`src/rtl/bullet_pool.sv`:
```
// Multi-slot bullet generator: fire allocation, cooldown, per-slot climb/retire and hit clearing.
// Latency: every output is a register updated one clk after the causing input.
// No backpressure; refused fires are reported with a one-clk fire_drop pulse.
module bullet_pool #(
    parameter int          N_BULLETS  = 4,
    parameter int          COORD_W    = 9,
    parameter int          Y_IDLE     = 300,
    parameter int          Y_SPAWN    = 215,
    parameter int          X_OFFSET   = 7,
    parameter int          STEP       = 1,
    parameter int          COOLDOWN   = 8,
    parameter logic [1:0]  SCENE_PLAY = 2'd1
) (
    input  logic                           clk,
    input  logic                           rst_n,
    input  logic                           clk_en,
    input  logic                           swF_re,
    input  logic [N_BULLETS-1:0]           hit,
    input  logic [1:0]                     scene,
    input  logic [COORD_W-1:0]             player_X,
    output logic [N_BULLETS*COORD_W-1:0]   X,
    output logic [N_BULLETS*COORD_W-1:0]   Y,
    output logic [N_BULLETS-1:0]           active,
    output logic                           fired,
    output logic                           fire_drop
);

    localparam int CD_W = (COOLDOWN > 0) ? $clog2(COOLDOWN + 1) : 1;
    localparam logic [COORD_W-1:0] Y_IDLE_C  = COORD_W'(Y_IDLE);
    localparam logic [COORD_W-1:0] Y_SPAWN_C = COORD_W'(Y_SPAWN);
    localparam logic [COORD_W-1:0] STEP_C    = COORD_W'(STEP);

    logic [COORD_W-1:0]   x_q [N_BULLETS];
    logic [COORD_W-1:0]   y_q [N_BULLETS];
    logic [N_BULLETS-1:0] act_q;
    logic [CD_W-1:0]      cd_q;
    logic                 fired_q;
    logic                 drop_q;

    logic                 play;
    logic                 accept;
    logic [N_BULLETS-1:0] idle;
    logic [N_BULLETS-1:0] alloc_oh;
    logic [COORD_W:0]     x_sum;
    logic [COORD_W-1:0]   spawn_x;

    assign play     = (scene == SCENE_PLAY);
    assign idle     = ~act_q;
    // Lowest set bit of the idle mask picks the slot; based on start-of-cycle state only.
    assign alloc_oh = idle & (~idle + N_BULLETS'(1));
    assign accept   = swF_re && play && (cd_q == '0) && (idle != '0);
    assign x_sum    = {1'b0, player_X} + (COORD_W + 1)'(X_OFFSET);
    assign spawn_x  = x_sum[COORD_W] ? {COORD_W{1'b1}} : x_sum[COORD_W-1:0];

    always_ff @(posedge clk or negedge rst_n) begin
        if (!rst_n) begin
            for (int i = 0; i < N_BULLETS; i++) begin
                x_q[i] <= '0;
                y_q[i] <= Y_IDLE_C;
            end
            act_q   <= '0;
            cd_q    <= '0;
            fired_q <= 1'b0;
            drop_q  <= 1'b0;
        end else begin
            fired_q <= accept;
            drop_q  <= swF_re && play && !accept;

            if (!play)
                cd_q <= '0;
            else if (accept)
                cd_q <= CD_W'(COOLDOWN);
            else if (clk_en && (cd_q != '0))
                cd_q <= cd_q - CD_W'(1);

            for (int i = 0; i < N_BULLETS; i++) begin
                if (!play) begin
                    act_q[i] <= 1'b0;
                    y_q[i]   <= Y_IDLE_C;
                end else if (hit[i] && act_q[i]) begin
                    act_q[i] <= 1'b0;
                    y_q[i]   <= Y_IDLE_C;
                end else if (act_q[i] && clk_en) begin
                    // Retire before subtracting so Y can never wrap below zero.
                    if (y_q[i] <= STEP_C) begin
                        act_q[i] <= 1'b0;
                        y_q[i]   <= Y_IDLE_C;
                    end else begin
                        y_q[i] <= y_q[i] - STEP_C;
                    end
                end else if (accept && alloc_oh[i]) begin
                    act_q[i] <= 1'b1;
                    x_q[i]   <= spawn_x;
                    y_q[i]   <= Y_SPAWN_C;
                end
            end
        end
    end

    for (genvar g = 0; g < N_BULLETS; g++) begin : g_pack
        assign X[g*COORD_W +: COORD_W] = x_q[g];
        assign Y[g*COORD_W +: COORD_W] = y_q[g];
    end

    assign active    = act_q;
    assign fired     = fired_q;
    assign fire_drop = drop_q;

endmodule

```
`config.mk`:
```
export PLATFORM = sky130hd
export DESIGN_NAME = bullet_pool
export DESIGN_NICKNAME = d
export VERILOG_FILES = /design/src/rtl/bullet_pool.sv
export SDC_FILE = /design/constraint.sdc
export NUM_CORES = 1
export LEC_CHECK = 0
export CAP_MARGIN = 40
export CORE_AREA = 2 2 101 103
export CTS_CLUSTER_DIAMETER = 100
export DETAILED_ROUTE_END_ITERATION = 16
export DIE_AREA = 0 0 103 105
export GPL_TIMING_DRIVEN = 0
export PLACE_DENSITY = 0.76
export SLEW_MARGIN = 20
export SYNTH_ARGS = -nofsm -noshare
export SYNTH_HDL_FRONTEND = slang
export SYNTH_SLANG_ARGS = --single-unit
```
`constraint.sdc`:
```
create_clock -name clk -period 2 [get_ports clk]
set_clock_uncertainty 0.05 [all_clocks]
set_input_delay 0.6 -clock clk [delete_from_list [all_inputs] [get_ports clk]]
set_output_delay 0.6 -clock clk [all_outputs]
set_load 0.01 [all_outputs]
```
== After elaboration in Yosys (flattened, before gate mapping) ==
Cells that the tools add are included.
Word-level totals
  register bits after elaboration: 82
  bits of input ports: 19
  output and inout port bits: 78
  logic and storage cells: 120
Cells by class
  add/subtract/negate cells: 7
  magnitude comparators: 4
  equal/unequal tests: 10
  mux-type cells: 44
  bitwise gates (word level): 11
  reductions and logical operators: 29
Operator list (number)
  $mux W9: 21
  $le A9 B1 Y1 const B: 4
  $sub A9 B1 Y9 const B: 4
  $mux W1: 20
  $logic_and A1 B1 Y1: 17
  $ne A4 B1 Y1 const B: 4
  $ne A4 B3 Y1 const B: 4
  $reduce_and A4 Y1: 4
  $mux W4: 3
  $add A9 B3 Y10 const B: 1
  $not A1 Y1: 8
  $not A4 Y4: 2
  $reduce_and A2 Y1: 4
  $reduce_bool A4 Y1: 2
  $add A4 B1 Y4 const B: 1
  $and A4 B4 Y4: 1
  $logic_not A4 Y1: 1
  $sub A4 B1 Y4 const B: 1
  $ne A3 B1 Y1 const B: 1
  $eq A2 B1 Y1 const B: 1
  $logic_not A1 Y1: 1

== Depth between registers and ports, before layout ==
Gate-level depths: netlist (run 1).
  word-level depth: 9
  depth in mapped cells: 8
  mapped depth without buffers: 6

== Least setup slack after synthesis (run 1) ==
Ideal clock, no wire load.
  path type: register to register
  from: reg y_q, in the netlist Y[6]
  to: reg y_q, in the netlist Y[4]
  library setup time: 0.134 ns
  data arrival time: 1.863 ns
  data required time: 1.816 ns
  setup slack: -0.047 ns
  stages on the path, launching flop included: 6
  buffers on the path: 1
  period minus slack after synthesis: 2.047 ns
  path through: dfrtp_1 or4_4 or4_4 buf_6 a31oi_1 o22ai_1
On the way
  word-level cells in the longest chain between the ends: 5
RTL lines
  from (decl): line 34  | logic [COORD_W-1:0] y_q [N_BULLETS];
  from (signal, indexed assignment): line 89  | y_q[i] <= y_q[i] - STEP_C;
  $le A9 B1 Y1: line 85  | if (y_q[i] <= STEP_C) begin
  $mux W9: line 85
  $mux W9: line 83  | end else if (act_q[i] && clk_en) begin
  $mux W9: line 80  | end else if (hit[i] && act_q[i]) begin
  $mux W9: line 77  | if (!play) begin
Every way passes these cells.
A chain may end at the register's enable or synchronous reset.

== Worst setup path in the final report (run 1) ==
  from: reg y_q, in the netlist Y[4]
  to: reg y_q, in the netlist Y[7]
On the way
  word-level cells in the longest chain between the ends: 5
  elaborated cells on any way between the ends: 6
  classes of those cells: add/sub (1); order compare (1); mux (4)
RTL lines (line)
  $sub A9 B1 Y9 or $le A9 B1 Y1 (tied branches): 89, 85
  $mux W9 (*): 85
  $mux W9 (*): 83
  $mux W9 (*): 80
  $mux W9 (*): 77
Mark *: on every way between the ends. The rest lies on a longest branch, timed or not.

==> results.tsv, run 1 <==
metric	value	unit
Syn Nets	490	
GRT overflow	0	
Top FF cell, synth	dfrtp_1	
Period minus WS final	2.033	ns
cts bufs inserted	9	
CP required	2.17	ns
PortBufs	96	
top post-synthesis cells by area	dfrtp_1 (37%), dfstp_2 (9.5%), mux2_2 (4.3%), o21ai_0 (4.3%), nand2_1 (3.7%)	
r2r setup slk	-0.03	ns
Critical Path Start	Y[4]	
area fraction of the dominant cell type after synthesis	37.48	%
WP data arrival	2.21	ns
Max VDD drop	0.4777	mV
TritonRoute pass-1 iters	5	
H-tree levels	3	
first-pass GRT wire length	21680	um
clock transition at the registers of the reported paths	0.09	ns
Post-route DRC	0	
Slew Limit Fails	0	
failing checks	negative setup slack	
antenna cells	0	
root buf cell	clkbuf_8	
Synth async-reset ratio	100.0	%
# clock sinks	82	
setup repair after global routing missed its margin	yes	
Final period util	101.6	%
PnR worst setup slack	-0.03274	ns
WL final	14060	um
DP HPWL	8848	um
Unique masters post-synth	63	
DIE AREA	10820	um^2
setup TNS	-0.06213	ns
syn avg cell area	9.559	um^2
Bufs on Longest Clock Path	2	
layout cells sized above 1	31.20	%
die width	103	um
Setup-failing EPs final	3	
PwrDens	616.3	nW/um^2
# nets final	649	
TritonCTS clock tree	done	
Core Box Area	9639	um^2
FF+latch count, synth	82	
startpoint types	flop	
cell row count	36	
worst skew pair latency	0.36	ns
R2R depth	4	
Via density	5.962	
DRT iter0 DRCs	359	
R2R Path End	Y[7]	
relative slew slack	70.44	%
status	complete, but fails checks	
fmax	491.9	MHz
Vias	4519	
initial antenna violation count	0	
post-route antenna net violation count	0	
Post-synth EDFFs	0	
Post-Syn Area	4407	um^2
YS warnings	0	
drt wl/cell	18.55	um
largest net degree at the start of global routing	52	
sequential area share after synthesis	47.02	%
Mapped Cells	461	
Area Overhead vs Synth	49.77	%
pre-CTS setup slack	-1.006	ns
vias in the first global route	4320	
GRT Total Usage	25.24	%
IO Pins	97	
maxcap violations	0	
Max FO, Critical Path	8	
cell taking the most area after synthesis	dfrtp_1	
Critical Path End Type	flop	
GP Congestion	0.8963	
chip height	105	um
Initial Util	45.72	%
Hold/Removal Path Class	in2async	
RR Startpoint	Y[4]	
final hold violation count	0	
WS Path Type	reg2reg	
Slew @ Worst Pin	0.4387	ns
LEAKAGE	0.002847	uW
## registers in the layout (all words and copies together), names as in the netlist
name,count
X,36
Y,36
active,4
cd_q,4
fire_drop,1
fired,1
## kinds of logic after synthesis
logic type,after synthesis,synth area share [%]
and+or+nand+nor,162,19.88
AOI/OAI and AO/OA,137,20.13
DFF,82,47.02
buffers and inverters,45,4.088
muxes,21,5.253
adders and majority gates,10,2.839
xor gates and xnor gates,4,0.7951
## timing repair
| item | CTS | global route |
|---|---|---|
| gates resized for setup | 91 | 61 |
| setup endpoints to repair | 113 | 78 |
| setup buffers | 36 | 16 |
| pin swaps | 13 | 10 |
| hold buffers | 0 | 0 |
| cloned | 3 | 0 |
## cell type report
class                      count  area [um^2]
buffer                        19        140.1
tap                          133        166.4
timing repair buffer         151         1420
multi-input combinational    334         2476
clock inverter                 7        106.4
sequential                    82         2081
fill                         750         3039
inverter                      23        86.33
clock buffer                   9        123.9
## critical path, stage by stage (launching register included)
cell	delay [ns]
dfrtp_2	0.44
or4_4	0.58
or4_4	0.53
a21oi_4	0.18
o22ai_1	0.11
## where the power goes
group | switching, uW | internal [uW] | total [uW]
combinational | 374 | 401 | 775
sequential | 88.1 | 1780 | 1870
clock | 692 | 730 | 1420
total | 1150 | 2910 | 4070
## synth_stat cells, drive strengths merged (6+ instances only)
cell type and count:
inv 23, nor3 19, clkbuf 17, dfstp 16, nand4 6, ha 10
o22ai 6, mux2 17, nand2 44, a21oi 29, o21ai 39, a31oi 16
dfrtp 66, nor2 32, or4 8, nor4 11, nand3 9, o21a 9
## stage by stage
step	instances	util (%)	power [uW]	cell area (um^2)	hold WS, ns
after floorplan	461	-	2160	4410	0.2544
after global placement	690	57.45	2548	5538	0.4152
after detailed placement	691	57.71	2574	5563	0.4251
after CTS	743	65.60	4039	6324	0.1374
after global routing	758	68.47	4214	6600	0.1548
final	758	68.47	4068	6600	0.1206
## cell usage in the layout (no fill, tap or decap), drive strengths merged, types with 3 or more instances in the layout
cell | netlist | layout
a21oi | 29 | 29
a22o | 3 | 3
a31o | 3 | 3
a31oi | 16 | 16
and2 | 4 | 4
buf | 5 | 63
clkbuf | 17 | 23
clkdlybuf4s50 | 0 | 60
dfrtp | 66 | 66
dfstp | 16 | 16
dlygate4sd2 | 0 | 21
dlymetal6s2s | 0 | 11
ha | 10 | 10
inv | 23 | 28
mux2 | 17 | 17
mux2i | 4 | 4
nand2 | 44 | 44
nand3 | 9 | 9
nand4 | 6 | 6
nor2 | 32 | 32
nor2b | 4 | 4
nor3 | 19 | 19
nor4 | 11 | 11
o2111ai | 5 | 5
o21a | 9 | 9
o21ai | 39 | 39
o221ai | 3 | 3
o22ai | 6 | 6
o41ai | 3 | 3
or2 | 5 | 5
or3 | 5 | 5
or4 | 8 | 8
xnor2 | 3 | 3
## metal layers
layer,global-route usage [%],vias up,share of wire [%]
li1,-,2043,-
met1,34.28,2212,40
met2,40.58,218,50
met3,4.080,46,6.8
met4,8.741,0,3.1
met5,0,-,0
## worst max-delay path by stage
stage / end / depth (start not counted)
final: Y[7] / 4
after global routing: Y[24] / 7
after CTS: Y[29] / 6
after detailed placement: Y[25] / 6
after global placement: X[12] / 1
after floorplan: Y[16] / 8
(Power assumes the default switching activity.)
==> inputs of run 2 (changes only) <==
==> constraint.sdc (replaced) <==
create_clock -name clk -period 1.63 [get_ports clk]
set_clock_uncertainty 0.05 [all_clocks]
set_input_delay 0.489 -clock clk [delete_from_list [all_inputs] [get_ports clk]]
set_output_delay 0.489 -clock clk [all_outputs]
set_load 0.01 [all_outputs]
==> results.tsv, run 2 (same netlist as run 1, synthesis figures left out) <==
metric	value	unit
Tot Pwr	5188	uW
antenna cells	0	
vias in the first global route	4593	
CP top delay family	simple AND/OR/NAND/NOR gates	
WS Path Type	reg2reg	
maxcap violations	0	
largest net degree at the start of global routing	59	
# nets final	715	
GRT overflow	0	
final std cells w/o fill	824	
fillers	615	
Top cell by count, worst path	or4_4	
setup TNS	-21.91	ns
Critical Path End Type	flop	
CP Cell Sequence	or4_4 > or4_4 > a31oi_1 > o22ai_1	
Final period util	126.1	%
R2R depth	4	
DP HPWL	8774	um
WP data arrival	2.26	ns
r2r setup slk	-0.43	ns
PortBufs	96	
GRT Total Usage	27.85	%
final hold violation count	0	
status	complete, but fails checks	
Critical Path Start	Y[4]	
Bufs on Longest Clock Path	2	
cell row count	36	
most frequent cells in the layout	buf_4 (95), dfrtp_1 (56), nand2_1 (38), dlygate4sd2_1 (35), buf_6 (31)	
Vias	4912	
cts bufs inserted	9	
Area Overhead vs Synth	68.71	%
PnR worst setup slack	-0.4260	ns
Max FO, Critical Path	8	
Period minus WS final	2.056	ns
commonest non-fill, non-tap cell in the layout	buf_4	
relative slew slack	65.33	%
layout cells sized above 1	47.76	%
Hold/Removal Path Class	in2reg	
Max VDD drop	0.4487	mV
CP required	1.83	ns
TritonRoute pass-1 iters	5	
Core Box Area	9639	um^2
IO Pins	97	
worst skew pair latency	0.38	ns
Slew Limit Fails	0	
Setup-failing EPs final	87	
failing checks	negative setup slack	
hold path cells	2	
Post-route DRC	0	
initial antenna violation count	0	
Via density	5.961	
DP Area	5838	um^2
R2R Path End	Y[4]	
GP Congestion	0.9004	
Worst path max stage delay	0.57	ns
CP endpoint	Y[4]	
WP buf/inv	0	
# clock sinks	82	
fmax	486.4	MHz
LEAKAGE	0.003271	uW
RR Startpoint	Y[4]	
setup repair after global routing missed its margin	yes	
dpl cells	691	
first-pass GRT wire length	23670	um
cell area after layout	7435	um^2
DIE AREA	10820	um^2
startpoint types	flop	
clock transition at the registers of the reported paths	0.11	ns
worst hold margin	0.4148	ns
drt wl/cell	20.60	um
die width	103	um
Hold Path Origin	player_X[0]	
CP Depth	4	
chip height	105	um
PwrDens	697.8	nW/um^2
DRT iter0 DRCs	382	
Slew @ Worst Pin	0.5161	ns
root buf cell	clkbuf_8	
slowest CP cell	or4_4	
TritonCTS clock tree	done	
H-tree levels	3	
post-route antenna net violation count	0	
WL final	16980	um
Initial Util	45.72	%
[run 2: metrics by stage]
step | utilization (%) | worst slack (ns)
2_1_floorplan | - | -0.2940
3_3_place_gp | 60.31 | -3.213
3_5_place_dp | 60.57 | -1.166
4_1_cts | 71.72 | -0.3317
5_1_grt | 77.13 | -0.4643
6_report | 77.13 | -0.4260
[run 2: worst min path at each step]
stage             to  slack, ns
2_1_floorplan   X[0]       0.14
3_3_place_gp   X[22]       0.41
3_5_place_dp   Y[34]       0.38
4_1_cts         X[0]       0.42
5_1_grt         X[9]       0.44
6_report        X[0]       0.41
[run 2: cell type report]
cell class	instances	area [um^2]	area share (%)
multi-input cells	335	2798	37.63
flip-flops and latches	82	2085	28.04
repair buffers	216	1869	25.14
plain buffers	19	182.7	2.457
well taps	133	166.4	2.238
clock buffers	9	123.9	1.666
clock inverters	7	106.4	1.430
inverters	23	103.9	1.397
[run 2: metal layers]
metal,vias to the layer above,part of all wire [%],GRT usage (%)
met1,2407,39,35.97
met2,268,51,47.96
met3,63,6.8,4.682
li1,2174,-,-
met4,0,3.4,7.049
met5,-,0,0
[run 2: power by group]
part,switching (uW),internal [uW]
Clock,907,894
Sequential,105,2190
Combinational,552,545
[run 2: timing repair]
action / in CTS / in global routing
pin swaps: 40 / 26
setup endpoints to repair: 160 / 123
cloned: 7 / 1
gates resized for setup: 263 / 106
setup buffers: 80 / 32
hold endpoints to repair: 16 / 0
hold buffers: 1 / 0
==> inputs of run 3 (changes only) <==
--- a/config.mk
+++ b/config.mk
@@ -6,12 +6,12 @@
 export NUM_CORES = 1
 export LEC_CHECK = 0
 export CAP_MARGIN = 40
-export CORE_AREA = 2 2 101 103
+export CORE_AREA = 2 2 96 98
 export CTS_CLUSTER_DIAMETER = 100
 export DETAILED_ROUTE_END_ITERATION = 16
-export DIE_AREA = 0 0 103 105
+export DIE_AREA = 0 0 98 100
 export GPL_TIMING_DRIVEN = 0
-export PLACE_DENSITY = 0.76
+export PLACE_DENSITY = 0.8
 export SLEW_MARGIN = 20
 export SYNTH_ARGS = -nofsm -noshare
 export SYNTH_HDL_FRONTEND = slang
==> constraint.sdc (replaced) <==
create_clock -name clk -period 1.9 [get_ports clk]
set_clock_uncertainty 0.05 [all_clocks]
set_input_delay 0.57 -clock clk [delete_from_list [all_inputs] [get_ports clk]]
set_output_delay 0.57 -clock clk [all_outputs]
set_load 0.01 [all_outputs]
==> results.tsv, run 3 (same netlist as run 1, synthesis figures left out) <==
metric	value	unit
status	complete, but fails checks	
failing checks	negative setup slack	
DIE AREA	9800	um^2
worst hold margin	0.06994	ns
post-route antenna net violation count	0	
Vias	4451	
worst skew pair latency	0.36	ns
relative slew slack	66.08	%
PnR worst setup slack	-0.09013	ns
PwrDens	589.1	nW/um^2
R2R depth	8	
met3 usage	5.223	%
Hold/Removal Path Class	in2async	
Max VDD drop	0.5004	mV
combinational power share	19.6	%
R2R Path End	Y[30]	
vias in the first global route	4174	
fmax	502.5	MHz
Final period util	104.7	%
antenna cells	0	
Slew @ Worst Pin	0.5088	ns
Initial Util	49.57	%
CP required	2.14	ns
GRT Total Usage	26.31	%
H-tree levels	3	
WP data arrival	2.23	ns
layout cells sized above 1	33.97	%
drt wl/cell	18.79	um
CP Cell Sequence	inv_2 > ha_4 > nand4bb_1 > clkbuf_8 > or4_4 > clkbuf_16 > a31oi_1 > o31ai_1	
WL final	13810	um
clock transition at the registers of the reported paths	0.09	ns
met2 usage in global routing	43.94	%
Period minus WS final	1.990	ns
Area Overhead vs Synth	51.99	%
final std cells w/o fill	735	
slowest CP cell	or4_4	
maxcap violations	0	
Post-route DRC	0	
CTS hold repair buffers	0	
grt met1 use	34.74	%
Multi-input gate area	2570	um^2
RR Startpoint	cd_q[1]	
IO Pins	97	
chip height	100	um
initial antenna violation count	0	
first-pass GRT wire length	20940	um
largest net degree at the start of global routing	56	
Slew Limit Fails	0	
switching share of power	29.74	%
commonest non-fill, non-tap cell in the layout	dfrtp_1	
Sequential Power Share	49.6	%
Worst path max stage delay	0.55	ns
Core Util, Final	75.34	%
cts bufs inserted	9	
DRT iter0 DRCs	220	
WS Path Type	reg2reg	
dpl cells	669	
cell row count	35	
LEAKAGE	0.003314	uW
startpoint types	flop	
DP Area	5589	um^2
TritonCTS clock tree	done	
cell area after layout	6698	um^2
die width	98	um
Critical Path End Type	flop	
setup repair after global routing missed its margin	yes	
FF/Latch Area	2081	um^2
root buf cell	clkbuf_8	
most frequent cells in the layout	dfrtp_1 (59), buf_4 (49), dlygate4sd2_1 (43), nand2_1 (34), dlymetal6s2s_1 (34)	
P_sw	1173	uW
Most Crowded Layer GR	met2	
Bufs on Longest Clock Path	2	
Via density	6.056	
TritonRoute pass-1 iters	5	
fillers	583	
Max FO, Critical Path	5	
r2r setup slk	-0.09	ns
GRT overflow	0	
Clock power frac	30.8	%
# nets final	648	
Setup-failing EPs final	17	
final hold violation count	0	
setup TNS	-0.6425	ns
Core Box Area	8890	um^2
# clock sinks	82	
PortBufs	96	
DP HPWL	8503	um
Int Pwr	2772	uW
GP Congestion	0.8959	
-- run 3: layer usage --
layer | up-vias | routed length [um]
met5 | - | 0
met4 | 0 | 374
met3 | 41 | 708
met2 | 178 | 7136
met1 | 2199 | 5595
li1 | 2033 | -
-- run 3: power by group through the flow --
stage / Combinational [uW] / Sequential, uW / Clock (uW)
after floorplan: 239 / 2040 / 0
after CTS: 739 / 1960 / 1220
final: 774 / 1960 / 1210
after global placement: 685 / 1990 / 0
after detailed placement: 708 / 2000 / 0
after global routing: 835 / 1970 / 1290
-- run 3: critical path, delay by kind of cell, from the launching register on --
kind            cells  cell delay (ns)
buf+inv             3             0.45
fa+ha+maj           1             0.14
simple gates        2             0.66
compound gates      2             0.22
flops               1             0.40
-- run 3: final cells by class --
class	count	share of cell area, %
Multi-Input combinational cell	334	38.37
Sequential cell	82	31.07
Clock buffer	10	2.055
Inverter	23	1.289
Tap cell	111	2.074
Buffer	20	2.727
Clock inverter	6	0.7286
Timing Repair Buffer	149	21.69
-- run 3: worst max path at each step --
stage / cells past startpoint / from / slack (ns) / end
4_1_cts: 4 / Y[7] / -0.08 / Y[7]
6_report: 8 / cd_q[1] / -0.09 / Y[30]
2_1_floorplan: 5 / Y[7] / -0.05 / Y[4]
5_1_grt: 6 / Y[0] / -0.19 / Y[8]
3_3_place_gp: 1 / rst_n / -2.97 / Y[27]
3_5_place_dp: 6 / clk_en / -1.01 / Y[25]
-- run 3: per-stage QoR --
step | setup slack [ns] | power (uW)
5_1_grt | -0.1922 | 4103
3_5_place_dp | -1.008 | 2703
2_1_floorplan | -0.04803 | 2280
3_3_place_gp | -2.969 | 2675
4_1_cts | -0.08121 | 3912
6_report | -0.09013 | 3945
-- run 3: repair_timing --
action | CTS | global route
resized for setup | 138 | 102
setup buffers | 33 | 16
endpoints found under the hold margin | 0 | 0
setup endpoints to repair | 132 | 104
pin swaps | 17 | 33
gates cloned | 2 | 1
